<file path="src/rtl/imem_arbiter_pkg.sv">
// Shared definitions for the instruction-memory arbiter: FSM states,
// response owner tags, the default fault instruction and the address check.
package imem_arbiter_pkg;

  typedef enum logic [1:0] {
    ST_IDLE   = 2'd0,
    ST_SHARED = 2'd1,
    ST_LOCKED = 2'd2
  } arb_state_t;

  typedef enum logic {
    OWN_FETCH  = 1'b0,
    OWN_LOADER = 1'b1
  } owner_t;

  // addi x0, x0, 0 -- harmless filler returned for faulted fetches
  localparam logic [31:0] NOP_INST_DEFAULT = 32'h0000_0013;

  // A byte address faults when it is not word aligned or lies above the
  // last word of a memory with 2**aw words.
  function automatic logic addr_fault(input logic [31:0] addr, input int unsigned aw);
    logic [31:0] hi;
    hi = addr >> (aw + 32'd2);
    return (addr[1:0] != 2'b00) || (hi != 32'd0);
  endfunction

endpackage

</file>
<file path="src/rtl/imem_arbiter_if.sv">
// Bus bundle between the two requesters, the arbiter and the memory port.
// slave: arbiter side. master: requesters plus memory side.
interface imem_arbiter_if #(
  parameter int ADDR_W = 7
);
  logic              f_req;
  logic [31:0]       f_addr;
  logic              f_gnt;
  logic              f_rvalid;
  logic [31:0]       f_rdata;
  logic              f_err;

  logic              l_req;
  logic              l_we;
  logic              l_lock;
  logic [31:0]       l_addr;
  logic [31:0]       l_wdata;
  logic              l_gnt;
  logic              l_rvalid;
  logic [31:0]       l_rdata;
  logic              l_err;

  logic              cpu_halt;

  logic              mem_en;
  logic              mem_we;
  logic [ADDR_W-1:0] mem_addr;
  logic [31:0]       mem_wdata;
  logic [31:0]       mem_rdata;

  modport slave (
    input  f_req, f_addr,
    output f_gnt, f_rvalid, f_rdata, f_err,
    input  l_req, l_we, l_lock, l_addr, l_wdata,
    output l_gnt, l_rvalid, l_rdata, l_err,
    output cpu_halt,
    output mem_en, mem_we, mem_addr, mem_wdata,
    input  mem_rdata
  );

  modport master (
    output f_req, f_addr,
    input  f_gnt, f_rvalid, f_rdata, f_err,
    output l_req, l_we, l_lock, l_addr, l_wdata,
    input  l_gnt, l_rvalid, l_rdata, l_err,
    input  cpu_halt,
    input  mem_en, mem_we, mem_addr, mem_wdata,
    output mem_rdata
  );
endinterface

</file>
<file path="src/rtl/imem_addr_check.sv">
// Converts a requester byte address into a word index and a fault flag.
module imem_addr_check
  import imem_arbiter_pkg::*;
#(
  parameter int ADDR_W = 7
) (
  input  logic [31:0]       i_addr,
  output logic [ADDR_W-1:0] o_index,
  output logic              o_fault
);

  assign o_index = i_addr[ADDR_W+1:2];
  assign o_fault = addr_fault(i_addr, ADDR_W);

endmodule

</file>
<file path="src/rtl/imem_arbiter.sv">
// Single-port instruction memory arbiter between CPU fetch and the loader.
// Grants are combinational; the response owner/fault tag is registered and
// steers the one-cycle-late memory read data back to the right requester.
module imem_arbiter
  import imem_arbiter_pkg::*;
#(
  parameter int          ADDR_W   = 7,
  parameter logic [31:0] NOP_INST = NOP_INST_DEFAULT
) (
  input  logic           clk,
  input  logic           rst,
  imem_arbiter_if.slave  bus
);

  arb_state_t        r_state;
  owner_t            r_last;
  logic              r_cpu_halt;
  logic              r_rsp_valid;
  owner_t            r_rsp_owner;
  logic              r_rsp_fault;
  logic              r_rsp_we;

  logic [ADDR_W-1:0] w_f_index;
  logic              w_f_fault;
  logic [ADDR_W-1:0] w_l_index;
  logic              w_l_fault;
  logic              w_f_gnt;
  logic              w_l_gnt;
  logic              w_mem_en;
  logic              w_mem_we;
  logic [ADDR_W-1:0] w_mem_addr;
  logic [31:0]       w_mem_wdata;
  logic              w_f_rvalid;
  logic              w_l_rvalid;

  imem_addr_check #(.ADDR_W(ADDR_W)) u_fetch_chk (
    .i_addr  (bus.f_addr),
    .o_index (w_f_index),
    .o_fault (w_f_fault)
  );

  imem_addr_check #(.ADDR_W(ADDR_W)) u_loader_chk (
    .i_addr  (bus.l_addr),
    .o_index (w_l_index),
    .o_fault (w_l_fault)
  );

  // Arbitration: loader owns the port while locked, otherwise round-robin on conflict
  always_comb begin
    w_f_gnt = 1'b0;
    w_l_gnt = 1'b0;
    if (rst) begin
      w_f_gnt = 1'b0;
      w_l_gnt = 1'b0;
    end else if (r_state == ST_LOCKED) begin
      w_l_gnt = bus.l_req;
    end else if (bus.f_req && bus.l_req) begin
      if (r_last == OWN_LOADER) begin
        w_f_gnt = 1'b1;
      end else begin
        w_l_gnt = 1'b1;
      end
    end else begin
      w_f_gnt = bus.f_req;
      w_l_gnt = bus.l_req;
    end
  end

  // Memory port drive: only granted, non-faulting accesses reach the memory
  always_comb begin
    w_mem_en    = 1'b0;
    w_mem_we    = 1'b0;
    w_mem_addr  = '0;
    w_mem_wdata = 32'd0;
    if (w_l_gnt && !w_l_fault) begin
      w_mem_en    = 1'b1;
      w_mem_we    = bus.l_we;
      w_mem_addr  = w_l_index;
      w_mem_wdata = bus.l_wdata;
    end else if (w_f_gnt && !w_f_fault) begin
      w_mem_en    = 1'b1;
      w_mem_we    = 1'b0;
      w_mem_addr  = w_f_index;
      w_mem_wdata = bus.l_wdata;
    end else begin
      w_mem_en    = 1'b0;
    end
  end

  // Ownership FSM, round-robin history, halt output and response tag
  always_ff @(posedge clk or posedge rst) begin
    if (rst) begin
      r_state     <= ST_IDLE;
      r_last      <= OWN_LOADER;
      r_cpu_halt  <= 1'b0;
      r_rsp_valid <= 1'b0;
      r_rsp_owner <= OWN_FETCH;
      r_rsp_fault <= 1'b0;
      r_rsp_we    <= 1'b0;
    end else begin
      r_rsp_valid <= w_f_gnt | w_l_gnt;
      r_rsp_owner <= w_l_gnt ? OWN_LOADER : OWN_FETCH;
      r_rsp_fault <= (w_l_gnt & w_l_fault) | (w_f_gnt & w_f_fault);
      r_rsp_we    <= w_l_gnt & bus.l_we;
      if (w_l_gnt) begin
        r_last <= OWN_LOADER;
      end else if (w_f_gnt) begin
        r_last <= OWN_FETCH;
      end else begin
        r_last <= r_last;
      end
      case (r_state)
        ST_IDLE, ST_SHARED: begin
          if (w_l_gnt && bus.l_lock) begin
            r_state    <= ST_LOCKED;
            r_cpu_halt <= 1'b1;
          end else if (w_f_gnt || w_l_gnt) begin
            r_state    <= ST_SHARED;
            r_cpu_halt <= 1'b0;
          end else begin
            r_state    <= r_state;
            r_cpu_halt <= 1'b0;
          end
        end
        ST_LOCKED: begin
          if (!bus.l_lock) begin
            r_state    <= ST_SHARED;
            r_cpu_halt <= 1'b0;
          end else begin
            r_state    <= ST_LOCKED;
            r_cpu_halt <= 1'b1;
          end
        end
        default: begin
          r_state    <= ST_IDLE;
          r_cpu_halt <= 1'b0;
        end
      endcase
    end
  end

  assign w_f_rvalid = r_rsp_valid && (r_rsp_owner == OWN_FETCH);
  assign w_l_rvalid = r_rsp_valid && (r_rsp_owner == OWN_LOADER);

  assign bus.f_gnt     = w_f_gnt;
  assign bus.l_gnt     = w_l_gnt;
  assign bus.mem_en    = w_mem_en;
  assign bus.mem_we    = w_mem_we;
  assign bus.mem_addr  = w_mem_addr;
  assign bus.mem_wdata = w_mem_wdata;
  assign bus.cpu_halt  = r_cpu_halt;

  assign bus.f_rvalid = w_f_rvalid;
  assign bus.f_err    = w_f_rvalid & r_rsp_fault;
  assign bus.f_rdata  = !w_f_rvalid ? 32'd0 : (r_rsp_fault ? NOP_INST : bus.mem_rdata);

  assign bus.l_rvalid = w_l_rvalid;
  assign bus.l_err    = w_l_rvalid & r_rsp_fault;
  assign bus.l_rdata  = (w_l_rvalid && !r_rsp_fault && !r_rsp_we) ? bus.mem_rdata : 32'd0;

endmodule

</file>
<file path="src/flat_wrapper.sv">
// flat-port wrapper written by rule: the top's interface ports become plain ports
module imem_arbiter_flat import imem_arbiter_pkg::*;
#(
  parameter int          ADDR_W   = 7,
  parameter logic [31:0] NOP_INST = NOP_INST_DEFAULT
)
  (clk, rst, bus_f_req, bus_f_addr, bus_f_gnt, bus_f_rvalid, bus_f_rdata, bus_f_err, bus_l_req, bus_l_we, bus_l_lock, bus_l_addr, bus_l_wdata, bus_l_gnt, bus_l_rvalid, bus_l_rdata, bus_l_err, bus_cpu_halt, bus_mem_en, bus_mem_we, bus_mem_addr, bus_mem_wdata, bus_mem_rdata);
  imem_arbiter_if #(.ADDR_W(ADDR_W)) bus_i ();
  input  logic clk;
  input  logic rst;
  input wire logic [$bits(bus_i.f_req)-1:0] bus_f_req;
  input wire logic [$bits(bus_i.f_addr)-1:0] bus_f_addr;
  output wire logic [$bits(bus_i.f_gnt)-1:0] bus_f_gnt;
  output wire logic [$bits(bus_i.f_rvalid)-1:0] bus_f_rvalid;
  output wire logic [$bits(bus_i.f_rdata)-1:0] bus_f_rdata;
  output wire logic [$bits(bus_i.f_err)-1:0] bus_f_err;
  input wire logic [$bits(bus_i.l_req)-1:0] bus_l_req;
  input wire logic [$bits(bus_i.l_we)-1:0] bus_l_we;
  input wire logic [$bits(bus_i.l_lock)-1:0] bus_l_lock;
  input wire logic [$bits(bus_i.l_addr)-1:0] bus_l_addr;
  input wire logic [$bits(bus_i.l_wdata)-1:0] bus_l_wdata;
  output wire logic [$bits(bus_i.l_gnt)-1:0] bus_l_gnt;
  output wire logic [$bits(bus_i.l_rvalid)-1:0] bus_l_rvalid;
  output wire logic [$bits(bus_i.l_rdata)-1:0] bus_l_rdata;
  output wire logic [$bits(bus_i.l_err)-1:0] bus_l_err;
  output wire logic [$bits(bus_i.cpu_halt)-1:0] bus_cpu_halt;
  output wire logic [$bits(bus_i.mem_en)-1:0] bus_mem_en;
  output wire logic [$bits(bus_i.mem_we)-1:0] bus_mem_we;
  output wire logic [$bits(bus_i.mem_addr)-1:0] bus_mem_addr;
  output wire logic [$bits(bus_i.mem_wdata)-1:0] bus_mem_wdata;
  input wire logic [$bits(bus_i.mem_rdata)-1:0] bus_mem_rdata;
  assign bus_i.f_req = bus_f_req;
  assign bus_i.f_addr = bus_f_addr;
  assign bus_f_gnt = bus_i.f_gnt;
  assign bus_f_rvalid = bus_i.f_rvalid;
  assign bus_f_rdata = bus_i.f_rdata;
  assign bus_f_err = bus_i.f_err;
  assign bus_i.l_req = bus_l_req;
  assign bus_i.l_we = bus_l_we;
  assign bus_i.l_lock = bus_l_lock;
  assign bus_i.l_addr = bus_l_addr;
  assign bus_i.l_wdata = bus_l_wdata;
  assign bus_l_gnt = bus_i.l_gnt;
  assign bus_l_rvalid = bus_i.l_rvalid;
  assign bus_l_rdata = bus_i.l_rdata;
  assign bus_l_err = bus_i.l_err;
  assign bus_cpu_halt = bus_i.cpu_halt;
  assign bus_mem_en = bus_i.mem_en;
  assign bus_mem_we = bus_i.mem_we;
  assign bus_mem_addr = bus_i.mem_addr;
  assign bus_mem_wdata = bus_i.mem_wdata;
  assign bus_i.mem_rdata = bus_mem_rdata;
  imem_arbiter #(.ADDR_W(ADDR_W), .NOP_INST(NOP_INST)) u_core (.clk(clk), .rst(rst), .bus(bus_i));
endmodule
</file>
<file path="config.mk">
export PLATFORM = sky130hd
export DESIGN_NAME = imem_arbiter_flat
export DESIGN_NICKNAME = d
export VERILOG_FILES = /design/src/rtl/imem_arbiter_pkg.sv /design/src/rtl/imem_arbiter_if.sv /design/src/rtl/imem_addr_check.sv /design/src/rtl/imem_arbiter.sv /design/src/flat_wrapper.sv
export SDC_FILE = /design/constraint.sdc
export NUM_CORES = 1
export LEC_CHECK = 0
export BUFFER_PORTS_ARGS = -buffer_cell sky130_fd_sc_hd__clkbuf_2
export CORE_AREA = 4 4 94 96
export DETAILED_ROUTE_END_ITERATION = 6
export DIE_AREA = 0 0 98 100
export RECOVER_POWER = 25
export SLEW_MARGIN = 40
export SYNTH_ARGS = -nofsm -noshare
export SYNTH_HDL_FRONTEND = slang
export SYNTH_SLANG_ARGS = --single-unit
</file>
<file path="constraint.sdc">
create_clock -name clk -period 5.21 [get_ports clk]
set_clock_uncertainty 0.1 [all_clocks]
set_input_delay 0.521 -clock clk [delete_from_list [all_inputs] [get_ports clk]]
set_output_delay 0.521 -clock clk [all_outputs]
set_load 0.005 [all_outputs]
</file>
# Word level (Yosys, flattened, before mapping)
# Index checks and enable logic that the tools add are counted.
[totals]
reg_bits = 8
input_bits = 134
output_inout_bits = 112
wordCells = 68
[op_classes]
eq_ne = 3
n_bitwise = 8
n_reduce_logical = 22
n_mux = 28
[ops]
columns = ["op", "count"]
rows = [
  ["32-bit 2-to-1 mux", 5],
  ["32-bit nonzero test", 2],
  ["1-bit 2-to-1 mux", 16],
  ["7-bit 2-to-1 mux", 2],
  ["1-bit logical AND", 8],
  ["2-bit 2-to-1 mux", 3],
  ["2-bit nonzero test", 3],
  ["1-bit AND", 5],
  ["1-bit zero test", 4],
  ["2-bit case mux with 2 select lines", 1],
  ["1-bit logical OR", 3],
  ["3-bit by 1-bit != test with 1-bit output, second input constant", 1],
  ["2-bit by 1-bit equality test with 1-bit output, second input constant", 1],
  ["2-bit equality test, second input constant", 1],
  ["2-bit zero test", 1],
  ["1-bit bitwise OR", 2],
  ["1-bit case mux with 2 select lines", 1],
  ["2-bit OR reduction", 1],
  ["1-bit inverter", 1],
]

# Logic depth before layout (Yosys ltp)
# Gate-level depths: netlist of the first run.
[depth]
word_depth = 8
ltp_mapped = 5
ltp_nobuf = 5

# Hierarchy
# A second synthesis of the first run with hierarchy kept.
[hier_totals]
hier_cells = 193
area_unflattened_um2 = 1542.7
[by_module_without_submodules]
columns = ["module", "n_inst", "cells_each", "area_per_inst_um2", "seq_area_each_um2"]
rows = [
  ["imem_arbiter", 1, 161, 1327.5, 201.4],
  ["imem_addr_check", 2, 16, 107.6, 0.0],
]

# Worst setup path before layout of the first run
# OpenSTA, ideal clock, no wires.
[synth_timing]
kind = "input-to-output"
from = "input rst"
to = "output bus_mem_wdata[10]"
path_buffers = 1
arrival_ns = 1.818
setup_slack_ns = 2.771
cell_stages = 5
required_time_ns = 4.589
path_cell_list = "inv_1 > o2111ai_1 > or3_1 > buf_1 > a21boi_1"
[synth_between]
elab_chain_cells = 4
word_cells_on_any_way = 6
classes_between = "4 x mux; 2 x reduce/logical"
[synth_rtl]
columns = ["item", "line_no", "rtl"]
rows = [
  ["start: declaration", "flat_wrapper.sv:10", "input logic rst;"],
  ["1-bit 2-to-1 mux", "imem_arbiter.sv:52", "if (rst) begin"],
  ["1-bit logical AND", "imem_arbiter.sv:80", "end else if (w_f_gnt && !w_f_fault) begin"],
  ["32-bit 2-to-1 mux", "imem_arbiter.sv:80", ""],
  ["32-bit 2-to-1 mux *", "imem_arbiter.sv:75", "if (w_l_gnt && !w_l_fault) begin"],
  ["end: declaration", "flat_wrapper.sv:30", "output wire logic [$bits(bus_i.mem_wdata)-1:0] bus_mem_wdata;"],
]
# Every way passes the cells marked *; elsewhere a longest branch is shown, timed or not.

# Worst setup path after layout of the first run
[layout_timing]
from = "input rst"
to = "output bus_mem_addr[0]"
[layout_between]
elab_chain_cells = 4
word_cells_on_any_way = 6
classes_between = "4 x mux; 2 x reduce/logical"
[layout_rtl]
columns = ["item", "line_no", "rtl"]
rows = [
  ["1-bit 2-to-1 mux", "imem_arbiter.sv:52", ""],
  ["1-bit logical AND", "imem_arbiter.sv:80", ""],
  ["7-bit 2-to-1 mux", "imem_arbiter.sv:80", ""],
  ["7-bit 2-to-1 mux *", "imem_arbiter.sv:75", ""],
  ["end: declaration", "flat_wrapper.sv:29", "output wire logic [$bits(bus_i.mem_addr)-1:0] bus_mem_addr;"],
]
# Marks and branches as above.

==> results of run 1 <==
-- routing by layer --
layer  routed length [um]  part of all wire (%)
met2                 3620                    54
met1                 2240                    33
met4                   18                  0.27
met3                  821                    12
met5                    0                     0
-- where the power goes --
group          switching, mW  total (mW)  leakage [nW]  internal [mW]
clock network         0.0224      0.0753        0.0228         0.0529
registers            0.00639      0.0775         0.100         0.0711
logic                 0.0544       0.129          1.46         0.0747
total                 0.0833       0.282          1.58          0.199
-- logic make-up (layout without fill, tap and decap cells) --
kind of cell,count (synthesis),count (layout)
compound gates,45,45
buf+inv,17,257
flops,8,8
simple gates,107,107
-- final timing paths --
check / slack [ps] / end / startpoint
worst max-delay path: 2290 / bus_mem_addr[0] / rst
worst min-delay path: 140 / u_core.bus.cpu_halt$_DFF_PP0_ / rst
worst max register to register: 3640 / u_core.r_state[0]$_DFFE_PP0P_ / u_core.r_state[0]$_DFFE_PP0P_
worst min register to register: 370 / u_core.r_last$_DFFE_PP1P_ / u_core.r_last$_DFFE_PP1P_
max in group asynchronous: 4580 / u_core.r_last$_DFFE_PP1P_ / rst
min in group clk: 370 / u_core.r_last$_DFFE_PP1P_ / u_core.r_last$_DFFE_PP1P_
-- per-stage QoR --
step	hold slack, ps	util (%)
global route	159	33.3
finish	137	33.3
floorplan	244	-
detailed placement	367	33.0
CTS	140	33.6
global placement	362	32.9
-- cell type report --
class	count	area share, %
tap	105	4.90
clock buffer	4	1.68
timing repair buffer	248	46.0
multi-input combinational	152	39.2
sequential	8	7.51
inverter	5	0.700
-- worst reg2reg max path: cells and delay by family, from the launching register on --
family / cells / cell delay (ps)
flops: 1 / 380
simple gates: 2 / 250
buf+inv: 1 / 150
compound gates: 2 / 570
-- registers in the layout (all words and copies together) (netlist names) --
signal / count
u_core.bus.cpu_halt: 1
u_core.r_last: 1
u_core.r_rsp_fault: 1
u_core.r_rsp_owner: 1
u_core.r_rsp_valid: 1
u_core.r_rsp_we: 1
u_core.r_state: 2
-- cells in the final DEF (no fill, tap or decap) --
| master | instances |
|---|---|
| clkbuf_2 | 236 |
| and2_1 | 62 |
| a21boi_2 | 19 |
| nor2_1 | 11 |
| clkbuf_1 | 11 |
| nor4_1 | 10 |
| a21boi_1 | 10 |
| a22o_1 | 7 |
| dfrtp_1 | 7 |
| inv_1 | 5 |
| and2_0 | 5 |
| nand2_1 | 5 |
| nor3_1 | 3 |
| a21boi_0 | 3 |
| clkbuf_8 | 3 |
| nand2b_1 | 2 |
| o21ai_0 | 2 |
| nand4_1 | 2 |
| nand3_1 | 2 |
| buf_4 | 2 |
| a311o_1 | 1 |
| nor3b_1 | 1 |
| o2111ai_1 | 1 |
| or3_1 | 1 |
| or3_4 | 1 |
| nor3_2 | 1 |
| o22ai_1 | 1 |
| and3_1 | 1 |
| o311a_1 | 1 |
| dfstp_2 | 1 |
==> metrics.txt, run 1 <==
outcome=finished clean; placed cells=518; Die X=around 98 um; Place WS=2230 ps; Ports=246; initial antenna violation count=0; hold_buf cts=0; Max VDD drop=around 95 uV; clk slew on worst S/H paths=40 ps; Synth Area in Simple Gates=47.0%; # fillers=898; post-synthesis mux area share=0%; endpoints failing setup=0; HPWL after DPL=6110 um; global routing met2 resource utilization=about 25%; share of cells above drive strength 1=63.1%; vias in the first global route=2155; arrival time at the worst endpoint=between 2000 and 2500 ps; fin cells=522; Mapped Nets=about 310; PD cells=105 mW/mm^2; TNS Setup=0 ps; Tightest Pin Transition=roughly 940 ps; minimum clock period=2920 ps; Crit path depth=6; DRC=0; first-pass GRT wire length=just over 10000 um; fmax=roughly 340 MHz; gr usage total=12.1%; fin nets=about 550; area leader, netlist=and2_1; cells on worst reg2reg path=5; combined area of the multi-input logic cells=0.00105 sq mm; number of enable flip-flop cells after synthesis=0; design area=0.00268 sq mm; Yosys cell types=28; pin count of the biggest net entering global routing=34; ys async rst share=100%; FF/Latch Area=201 sq um; Leak=1.58 nW; most frequent cell after synthesis=and2_1; XOR/XNOR share of the synthesized area=0%; fin crit share=56.1%; area share of the largest cell type after synthesis=between 30% and 40%; Most used DFF post-synth=dfrtp_1; Worst-Skew Late Latency=220 ps; crit start category=input port; total routed wirelength=about 6700 um; Mean Syn Cell Area=7.55 sq um; Post-Synthesis Cells=approximately 180; die area=approximately 0.0098 sq mm; largest family of logic cells by synthesized area=simple AND/OR/NAND/NOR gates; Syn Std Cell Area=0.00134 sq mm; met1 usage=about an eighth; final slew viol count=0; Crit path max-delay family=simple AND/OR/NAND/NOR gates; Req. time, crit path=4590 ps; vias per std cell=4.17; met3 GRT Util=2.57%; area post-placement=0.00266 sq mm; Final GP Congestion=between 0.8 and 0.9; critical path's largest stage delay=720 ps; CTS Buf Count=3; Crit. End Element=output port; root buffer cell=clkbuf_8; DR WL/cell=12.8 um; Area Overhead vs Synth=101%; n_diodes=0; Critical path buffers and inverters=3; Compound-Gate Fraction of Synth Area=between 30% and 40%; core box area=0.00805 sq mm; adder-cell share of the synthesized area=0%; Yosys Warn Count=0; grt ovf=0; CTS tree=built; post-CTS setup repair buffer count=0; Worst Hold Class=in2async; CTS resizes=0; Area contributors post-synth=and2_1 (31%), a21boi_2 (16%), dfrtp_1 (13%), a21boi_1 (5.6%), nor4_1 (4.7%); Design Power=about 0.28 mW; Post-DRT Antenna Nets=0; Die Y=100 um; Seq/Total Area, Yosys=15.1%; Crit Path Max Fanout=9; CTS Sinks=8; max-capacitance violation count=0; Crit Path Class=in2out; row cnt=33; initial core utilization=between 10% and 20%; # port buffers=245; #FFs+latches synth=8; final worst-path setup slack=2290 ps; global-route layer with the greatest usage=met2; RSZ-0062 raised after global routing=no; Vias=2177; DRT Pass-1 Iters=4; Slowest-stage cell, CP=nor3_1; CP cell instances=clkbuf_1, inv_1, o2111ai_1, nor3_1, a22o_1, clkbuf_2; CTS max path bufs=2; final hold vios=0; Synth top cells by count=and2_1 (67), a21boi_2 (19), nor2_1 (11); htree depth=1; slew margin rel.=37.4%; Starting DRT DRC Count=22
No activity file was read; power rests on OpenSTA's default activity.
==> run 2, diff against run 1 <==
CORE_AREA = 4 4 92 94   (was 4 4 94 96)
DIE_AREA = 0 0 96 98   (was 0 0 98 100)
clock period = 2.61 ns   (was 5.21 ns; I/O delays follow)
==> metrics.txt, run 2 (synthesis gave the netlist of run 1 again) <==
setup slack, reg-to-reg=960 ps (-2680 ps); minimum clock period=2470 ps; endpoints failing setup=0 (unchanged); grt ovf=0 (unchanged); max-capacitance violation count=0 (unchanged); TNS Setup=0 ps (unchanged); hold_sp=bus_l_lock; pin count of the biggest net entering global routing=34 (unchanged); # port buffers=245 (unchanged); largest register by flop count=u_core.r_state; clk slew on worst S/H paths=40 ps (about the same); Die Y=98 um (-2.0%); max FFs per register=2 (unchanged); Final GP Congestion=0.764 (-11%); Area Overhead vs Synth=106%; commonest non-fill, non-tap cells in the layout=clkbuf_2 (241), and2_1 (61), a21boi_2 (19); placed cells=519 (+0.19%); HPWL after DPL=5900 um (-3.5%); combined area of the multi-input logic cells=0.00107 sq mm (+2.1%); fin crit share=between 90% and 100%; DRC=0 (unchanged); design area=0.00275 sq mm (+2.6%); logic gate share of total power=45.8% (about the same); core box area=0.00765 sq mm (-5.0%); fin cells=526 (+0.77%); outcome=finished clean; row cnt=32 (-3.0%); initial core utilization=17.5% (+0.88 points); Sw Share=29.8% (+0.27 points); DRT Pass-1 Iters=4 (unchanged); Tightest Pin Transition=430 ps (-509 ps); htree depth=1 (unchanged); CTS Sinks=8 (unchanged); Crit Path Class=in2out; vias in the first global route=2259 (+4.8%); arrival time at the worst endpoint=2110 ps (-190 ps); Post-DRT Antenna Nets=0 (unchanged); gr usage total=12.7% (+0.56 points); PD cells=207 mW/mm^2 (+97%); Max VDD drop=393 uV (+310%); Worst-Skew Late Latency=220 ps (about the same); die area=0.00941 sq mm (-4.0%); final slew viol count=0 (unchanged); Net Switching=0.170 mW (+100%); CTS tree=built; worst reg2reg path startpoint=u_core.r_last$_DFFE_PP1P_; fin nets=559 (+1.3%); crit path from=rst; share of cells above drive strength 1=64.2% (+1.1 points); Ports=246 (unchanged); Starting DRT DRC Count=22 (unchanged); DR WL/cell=12.9 um (+0.77%); Worst Hold Class=in2reg; area post-placement=0.00269 sq mm (+1.3%); RSZ-0062 raised after global routing=no; root buffer cell=clkbuf_8; Fin Hold WS=185 ps (+48.0 ps); Crit Path Max Fanout=30 (+21); vias per std cell=4.27 (+2.3%); slew margin rel.=71.3% (+34 points); Leak=1.63 nW (+2.8%); commonest non-fill, non-tap cell in the layout=clkbuf_2; Design Power=0.569 mW (+100%); Req. time, crit path=2250 ps (-2340 ps); # fillers=851 (-5.2%); first-pass GRT wire length=9800 um (-2.7%); Flop pwr share=27.1% (-0.4 points); CTS max path bufs=2 (unchanged); crit start category=input port; post-CTS setup repair buffer count=0 (unchanged); Internal Power=0.400 mW (+100%); n_diodes=0 (unchanged); Vias=2245 (+3.1%); total routed wirelength=6800 um (+1.5%); clock share of power=27.2% (+0.5 points); FF/Latch Area=201 sq um (unchanged); Die X=96 um (-2.0%); final hold vios=0 (unchanged); CTS Buf Count=3 (unchanged); initial antenna violation count=0 (unchanged); fmax=404 MHz; Crit. End Element=output port
run 2: power by group through the flow:
stage / clock network [mW] / logic [mW] / registers [mW]
finish: 0.155 / 0.261 / 0.154
floorplan: 0 / 0.0944 / 0.152
detailed placement: 0 / 0.265 / 0.156
global placement: 0 / 0.261 / 0.155
global route: 0.170 / 0.296 / 0.157
CTS: 0.158 / 0.267 / 0.154
run 2: through the flow:
stage	worst slack (ps)	utilization (%)
after floorplan	568	-
after global placement	283	35.2
after detailed placement	238	35.2
after CTS	37.8	35.9
after global routing	12.1	36.0
final	137	36.0
run 2: cell type report:
class                   instances  share of cell area [%]
clock buffers                   4                    1.64
flip-flops and latches          8                    7.32
well taps                     102                    4.64
repair buffers                253                    46.7
inverters                       5                   0.682
multi-input cells             154                    39.0
run 2: final timing paths:
check,end,cells past startpoint
max in group asynchronous,u_core.r_last$_DFFE_PP1P_,4
hold reg to reg,u_core.r_last$_DFFE_PP1P_,2
min in group asynchronous,u_core.r_rsp_valid$_DFF_PP0_,4
setup / recovery,bus_mem_wdata[6],8
hold / removal,u_core.bus.cpu_halt$_DFF_PP0_,2
setup reg to reg,u_core.r_state[0]$_DFFE_PP0P_,3
run 2: what timing repair did:
| action | CTS | global route |
|---|---|---|
| pin swaps | 1 | 2 |
| hold endpoints to repair | 7 | 0 |
| hold buffers | 1 | 0 |
| gates resized for setup | 0 | 4 |
| cloned | 0 | 2 |
| endpoints found under the setup margin | 2 | 26 |
run 2: worst max-delay path: stages:
cell and delay [ps]:
clkbuf_2 90, dlygate4sd3_1 550, inv_1 70, o2111ai_1 170, or3_4 470, buf_12 190, a21boi_1 150, clkbuf_2 140
run 2: routing by layer:
layer | GRT usage, % | part of all wire (%) | up-vias
met5 | 0 | 0 | -
met4 | 0.985 | 0.93 | 0
met3 | 2.70 | 11 | 6
met2 | 26.9 | 55 | 151
met1 | 12.2 | 33 | 974
li1 | - | - | 1114
